### config.mk
export PLATFORM = sky130hd
export DESIGN_NAME = param_shift_reg
export DESIGN_NICKNAME = d
export VERILOG_FILES = /design/src/rtl/shreg_pkg.sv /design/src/rtl/shreg_ctrl.sv /design/src/rtl/param_shift_reg.sv
export SDC_FILE = /design/constraint.sdc
export NUM_CORES = 1
export LEC_CHECK = 0
export BUFFER_PORTS_ARGS = -buffer_cell sky130_fd_sc_hd__buf_2
export CAP_MARGIN = 0
export CORE_ASPECT_RATIO = 1.2
export CORE_UTILIZATION = 40
export CTS_CLUSTER_DIAMETER = 80
export CTS_CLUSTER_SIZE = 14
export DETAILED_ROUTE_END_ITERATION = 10
export PLACE_DENSITY = 0.63
export SLEW_MARGIN = 10
export SYNTH_ARGS = -nofsm -noshare
export SYNTH_HDL_FRONTEND = slang
export SYNTH_HIERARCHICAL = 1
export SYNTH_SLANG_ARGS = --single-unit
### constraint.sdc
create_clock -name clk -period 3.1 [get_ports clk]
set_clock_uncertainty 0.05 [all_clocks]
set_input_delay 0.155 -clock clk [delete_from_list [all_inputs] [get_ports clk]]
set_output_delay 0.155 -clock clk [all_outputs]
set_load 0.005 [all_outputs]
### src/rtl/shreg_pkg.sv
// Shared types for the parametrised shift register: command opcodes and control FSM states.
package shreg_pkg;

  typedef enum logic [1:0] {
    OP_LOAD = 2'b00,
    OP_SHL  = 2'b01,
    OP_SHR  = 2'b10,
    OP_ROTL = 2'b11
  } op_t;

  typedef enum logic [0:0] {
    IDLE  = 1'b0,
    SHIFT = 1'b1
  } state_t;

endpackage

### src/rtl/shreg_ctrl.sv
// Command controller: accepts start, saturates the shift count, runs one step per clock and
// generates busy/done. Drives load/shift enables and the latched op to the datapath.
module shreg_ctrl
  import shreg_pkg::*;
#(
  parameter  int unsigned WIDTH = 8,
  localparam int unsigned AMT_W = $clog2(WIDTH + 1)
) (
  input  logic             clk,
  input  logic             rst,
  input  logic             start,
  input  logic [1:0]       op,
  input  logic [AMT_W-1:0] amt,
  output logic             load_en,
  output logic             shift_en,
  output logic [1:0]       shift_op,
  output logic             busy,
  output logic             done
);

  localparam logic [AMT_W-1:0] WidthAmt = AMT_W'(WIDTH);

  state_t           state_q;
  op_t              op_q;
  logic [AMT_W-1:0] cnt_q;
  logic [AMT_W-1:0] amt_sat;
  op_t              op_in;

  assign op_in    = op_t'(op);
  assign amt_sat  = (amt > WidthAmt) ? WidthAmt : amt;
  assign load_en  = (state_q == IDLE) && start && (op_in == OP_LOAD);
  assign shift_en = (state_q == SHIFT);
  assign shift_op = op_q;

  always_ff @(posedge clk) begin
    if (rst) begin
      state_q <= IDLE;
      op_q    <= OP_LOAD;
      cnt_q   <= '0;
      busy    <= 1'b0;
      done    <= 1'b0;
    end else begin
      done <= 1'b0;
      case (state_q)
        IDLE: begin
          if (start) begin
            if (op_in == OP_LOAD || amt == '0) begin
              done <= 1'b1;
            end else begin
              op_q    <= op_in;
              cnt_q   <= amt_sat;
              busy    <= 1'b1;
              state_q <= SHIFT;
            end
          end
        end
        SHIFT: begin
          cnt_q <= cnt_q - AMT_W'(1);
          // Final step: hand back to IDLE so a new start is accepted on the done edge.
          if (cnt_q == AMT_W'(1)) begin
            busy    <= 1'b0;
            done    <= 1'b1;
            state_q <= IDLE;
          end
        end
        default: state_q <= IDLE;
      endcase
    end
  end

endmodule

### src/rtl/param_shift_reg.sv
// Loadable shift/rotate register with true/complement outputs and a start/busy/done handshake.
// Define PARAM_SHIFT_REG_PARITY_EN to add a registered parity output equal to ^q.
module param_shift_reg
  import shreg_pkg::*;
#(
  parameter  int unsigned WIDTH = 8,
  localparam int unsigned AMT_W = $clog2(WIDTH + 1)
) (
  input  logic             clk,
  input  logic             rst,
  input  logic             start,
  input  logic [1:0]       op,
  input  logic [AMT_W-1:0] amt,
  input  logic [WIDTH-1:0] d,
  input  logic             sin,
  output logic [WIDTH-1:0] q,
  output logic [WIDTH-1:0] qd,
`ifdef PARAM_SHIFT_REG_PARITY_EN
  output logic             parity,
`endif
  output logic             busy,
  output logic             done
);

  logic             load_en;
  logic             shift_en;
  logic [1:0]       shift_op;
  logic [WIDTH-1:0] q_d;

  shreg_ctrl #(
    .WIDTH(WIDTH)
  ) u_ctrl (
    .clk     (clk),
    .rst     (rst),
    .start   (start),
    .op      (op),
    .amt     (amt),
    .load_en (load_en),
    .shift_en(shift_en),
    .shift_op(shift_op),
    .busy    (busy),
    .done    (done)
  );

  always_comb begin
    q_d = q;
    if (load_en) begin
      q_d = d;
    end else if (shift_en) begin
      case (op_t'(shift_op))
        OP_SHL:  q_d = {q[WIDTH-2:0], sin};
        OP_SHR:  q_d = {sin, q[WIDTH-1:1]};
        OP_ROTL: q_d = {q[WIDTH-2:0], q[WIDTH-1]};
        default: q_d = q;
      endcase
    end
  end

  // qd (and parity) derive from q_d so they always move on the same edge as q.
  always_ff @(posedge clk) begin
    if (rst) begin
      q  <= '0;
      qd <= '1;
    end else begin
      q  <= q_d;
      qd <= ~q_d;
    end
  end

`ifdef PARAM_SHIFT_REG_PARITY_EN
  always_ff @(posedge clk) begin
    if (rst) begin
      parity <= 1'b0;
    end else begin
      parity <= ^q_d;
    end
  end
`endif

endmodule

* Word level (Yosys, flattened, before mapping)
Index checks and enable logic that the tools add are counted.
** Word-level totals
- Flip-flop bits (word level) :: 25
- Input bits :: 18
** Operators by class
- Add/sub/neg operators :: 1
- $lt $le $gt $ge :: 1
- Equal/unequal tests :: 7
- Multiplexer cells :: 19
- Bitwise gates (word level) :: 3
- Reductions and logical operators :: 8
** Operators by type and width (count)
- case mux 8 bit (3 select lines) :: 1
- 2-to-1 mux 8 bit :: 2
- 2-to-1 mux 4 bit :: 3
- 2-to-1 mux 1 bit :: 9
- inverter 8 bit :: 1
- case mux 4 bit (2 select lines) :: 1
- != test 2 bit (second input constant) :: 3
- case mux 1 bit (2 select lines) :: 3
- AND reduction 3 bit :: 2
- equality test 2 bit (second input constant) :: 2
- equality test 4 x 1 -> 1 bit (second input constant) :: 1
- > comparator 4 bit (second input constant) :: 1
- logical NOT 4 bit :: 1
- subtractor 4 x 1 -> 4 bit (second input constant) :: 1
- equality test 2 x 1 -> 1 bit (second input constant) :: 1
- logical AND 1 bit :: 2
- logical NOT 2 bit :: 1
- inverter 1 bit :: 2
- AND reduction 2 bit :: 1
- logical OR 1 bit :: 1

* Depth between registers and ports, before layout
- Depth in word-level cells :: 5
- Depth in mapped cells :: 7

* By module
The synthesis kept the hierarchy.
** By module, submodules not included
- param_shift_reg :: times used 1, cells an instance 75, area an instance 775.7 um^2, seq. area each 320.3 um^2
- shreg_ctrl :: times used 1, cells an instance 58, area an instance 539.3 um^2, seq. area each 180.2 um^2

* Worst setup path before layout
Ideal clock, no wire load.
- Kind :: flip-flop to flip-flop
- Start point :: register u_ctrl.state_q, in the netlist u_ctrl/shift_en
- End point :: register qd[7]
- Data arrival time :: 1506 ps
- Path slack :: 1410 ps
- Cell stages (with the launch flop) :: 7
- Buffers on the path :: 1
- Cells stage by stage :: dfxtp_1 > nand2b_1 > nor3_1 > buf_6 > inv_1 > o211a_1 > or4_1
** Between the ends
- Longest elaborated chain between the ends :: 5
** RTL lines
- start, declared :: RTL line shreg_ctrl.sv:23 : state_t state_q;
- start signal, assigned :: RTL line shreg_ctrl.sv:37 : state_q <= IDLE;
- start signal, assigned :: RTL line shreg_ctrl.sv:53 : state_q <= SHIFT;
- start signal, assigned :: RTL line shreg_ctrl.sv:63 : state_q <= IDLE;
- inverter 1 bit (no source line)
- logical AND 1 bit (2 in a row) :: RTL line shreg_ctrl.sv:31 : assign load_en = (state_q == IDLE) && start && (op_in == OP_LOAD);
- net load_en :: RTL line param_shift_reg.sv:25 : logic load_en;
- 2-to-1 mux 8 bit :: RTL line param_shift_reg.sv:47 : if (load_en) begin
- inverter 8 bit :: RTL line param_shift_reg.sv:66 : qd <= ~q_d;
- end signal, assigned :: RTL line param_shift_reg.sv:66
- end, declared :: RTL line param_shift_reg.sv:17 : output logic [WIDTH-1:0] qd,
The timed path passes the listed nets, and every way through them passes these cells.
A chain may end at the register's enable or synchronous reset.

* Worst setup path after layout
- Start point :: register u_ctrl.state_q, in the netlist u_ctrl/shift_en
- End point :: register qd[0]
Same word-level chain as after synthesis.

==> impl_results.md <==
- Vias after detailed routing: ~1100
- Initial antenna violation count: 0
- CP Launch Type: flop
- Netlist Area Pre-Place: 1320 um^2
- Cells after Synth: between 100 and 150
- Post-CTS sizing: 0
- DIE WIDTH: ~54 um
- Slew @ Worst Pin: about 0.53 ns
- Final Max Slew Viols: 0
- Cell area power density: between 400 and 500 nW/um^2
- Input/output buffers: 35
- Share of cells above drive strength 1: between 30% and 40%
- Status: finished clean
- Crit end category: flop
- Vias per cell: 5.51
- Final wirelength: 2.70 mm
- CTS Buffer Depth: 2
- Static Leakage: between 0.0005 and 0.0006 uW
- ANT cells: 0
- Met2 Track Usage GR: 30.8%
- Post-synth top flop: dfxtp_1
- CTS Hold Bufs: 0
- GR peak layer: met2
- Max Clock Freq: around 470 MHz
- Synthesized net count: 153
- Tightest Hold Check Type: in -> reg
- Gr ovfl total: 0
- Min cycle time layout: about 2.1 ns
- Synth Area per Inst: around 9.9 um^2
- Design area: between 1500 and 2000 um^2
- Post-synth ARST share: 0%
- H-tree levels: 1
- GR Util met3: 2.82%
- Die Span Y: 64.8 um
- Crit Path Max Fanout: 15
- CTS tree: yes
- FP Rows: 22
- Root Driver: clkbuf_4
- Clk_lat worst skew: ~0.30 ns
- FF+latch count, synth: 25
- Post-synthesis sequential area ratio: a little under two fifths
- Final hold violations: 0
- I/O pin total: 36
- Slew HR: 64.6%
- GRT Overall Usage: 17.4%
- Routability Congestion: 0.759
- Wire length per cell: between 10 and 15 um
- Synth warnings: 6
- Worst-path clk slew: about 0.13 ns
- Fin crit share: 68.9%
- Worst vdd ir: roughly 0.28 mV
- Number of global-route vias before repair: 1072
- Clk sinks: 25
- Netlist cell types: 43
- Initial drt markers: 18
- Post-CTS Setup Bufs: 0
- Largest net degree at the start of global routing: 19
- ANT nets after route: 0
- Setup CP Type: reg -> reg
- Hpwl dp: ~2.1 mm
- DRC violations left: 0
- Number of buffers created by CTS: 3
- Number of flops mapped to enable cells by yosys: 0
- Global routing usage on met1: approximately 20%
- Endpoints failing setup: 0
- Die Area: about 3500 um^2
- Post-synthesis to final-layout area growth: 14.6%
- Nets: roughly 190
- Placed cell areas: ~1500 um^2
- Core area: 3080 um^2
- Worst path required time: ~3.3 ns
- Unrepaired setup endpoints after global routing: no
- Initial core utilization: between 40% and 50%
- Worst EP arrival: between 2 and 2.5 ns
- Max-Cap Viols: 0
- First-pass GRT wire length: 4.58 mm
- Final setup TNS: 0 ns
- Drt pass-1 iters: 4
==> power breakdown <==
| part | switching [uW] | internal (uW) | total [uW] |
|---|---|---|---|
| Clock | 89.7 | 50.1 | 140 |
| Combinational | 59.6 | 59.5 | 119 |
| Sequential | 24.9 | 342 | 367 |
==> cells in the mapped netlist (2+ instances only) <==
master    instances  area, um^2
o21ba_1           4        40.0
nand3_1           2        10.0
o21bai_1          8        60.1
nor2_1            6        22.5
clkbuf_1          2        7.51
nand2_1           7        26.3
nor3_1            2        10.0
inv_1             4        15.0
nand2b_1          5        31.3
o21a_1            2        15.0
nand3b_1          6        45.0
a211oi_2          3        37.5
ha_1              2        25.0
a21oi_1           9        45.0
nor3b_1           2        15.0
buf_2             2        10.0
buf_6             4        45.0
mux2i_1          10         100
o21ba_2           3        30.0
a211oi_1          3        22.5
dfxtp_1          25         500
==> cell usage in the layout (no fill, tap or decap), drive strengths merged, types with 3 or more instances in the layout <==
cell	count
nand2b	5
a21oi	9
a211oi	6
nor3	3
nor2	6
buf	36
clkbuf	4
o21bai	8
o21ba	7
inv	4
dfxtp	25
nand3b	6
mux2i	10
nand2	7
==> worst max-delay path: stages, from the launching register on <==
cell and delay [ns]:
dfxtp_1 0.63, nand2b_1 0.23, nor3_1 0.06, buf_4 0.19, or3b_1 0.51, a211oi_2 0.21, o21ba_1 0.17
==> kinds of logic after synthesis <==
logic type	share of synthesized area, %
AOI/OAI and AO/OA	25.6
adders and majority gates	1.90
DFF	38.1
xor gates and xnor gates	1.33
muxes	7.61
and+or+nand+nor	19.6
buffers and inverters	5.90
==> final timing paths <==
check | depth (start not counted) | startpoint | end | slack, ns
hold reg to reg | 1 | u_ctrl/busy | u_ctrl/busy | 0.42
setup / recovery | 6 | u_ctrl/shift_en | qd[0] | 0.96
setup reg to reg | 6 | u_ctrl/shift_en | qd[0] | 0.96
hold / removal | 3 | d[4] | flop | 0.08
==> metal layers <==
metal / vias to the layer above / wire (um) / share of wire (%)
met5: - / 0 / 0
met2: 28 / 1400 / 52
met3: 2 / 113 / 4.2
met4: 0 / 23 / 0.85
met1: 524 / 1160 / 43
li1: 553 / - / -
==> area by class of cell <==
type                    instances  area [um^2]
multi-input cells              96          737
clock buffers                   4         26.3
fillers                       311         1580
inverters                       4         15.0
flip-flops and latches         25          500
well taps                      36         45.0
repair buffers                 36          183
==> stage by stage <==
step	total power [uW]	setup slack [ns]	std cells	hold WS (ns)	util (%)
after floorplan	456	1.41	133	0.184	-
after global placement	491	1.02	197	0.392	48.0
after detailed placement	494	0.974	197	0.400	48.0
after CTS	638	0.954	201	0.0710	48.9
after global routing	667	0.796	201	0.0748	48.9
final	626	0.964	201	0.0820	48.9
(Power assumes the default switching activity.)
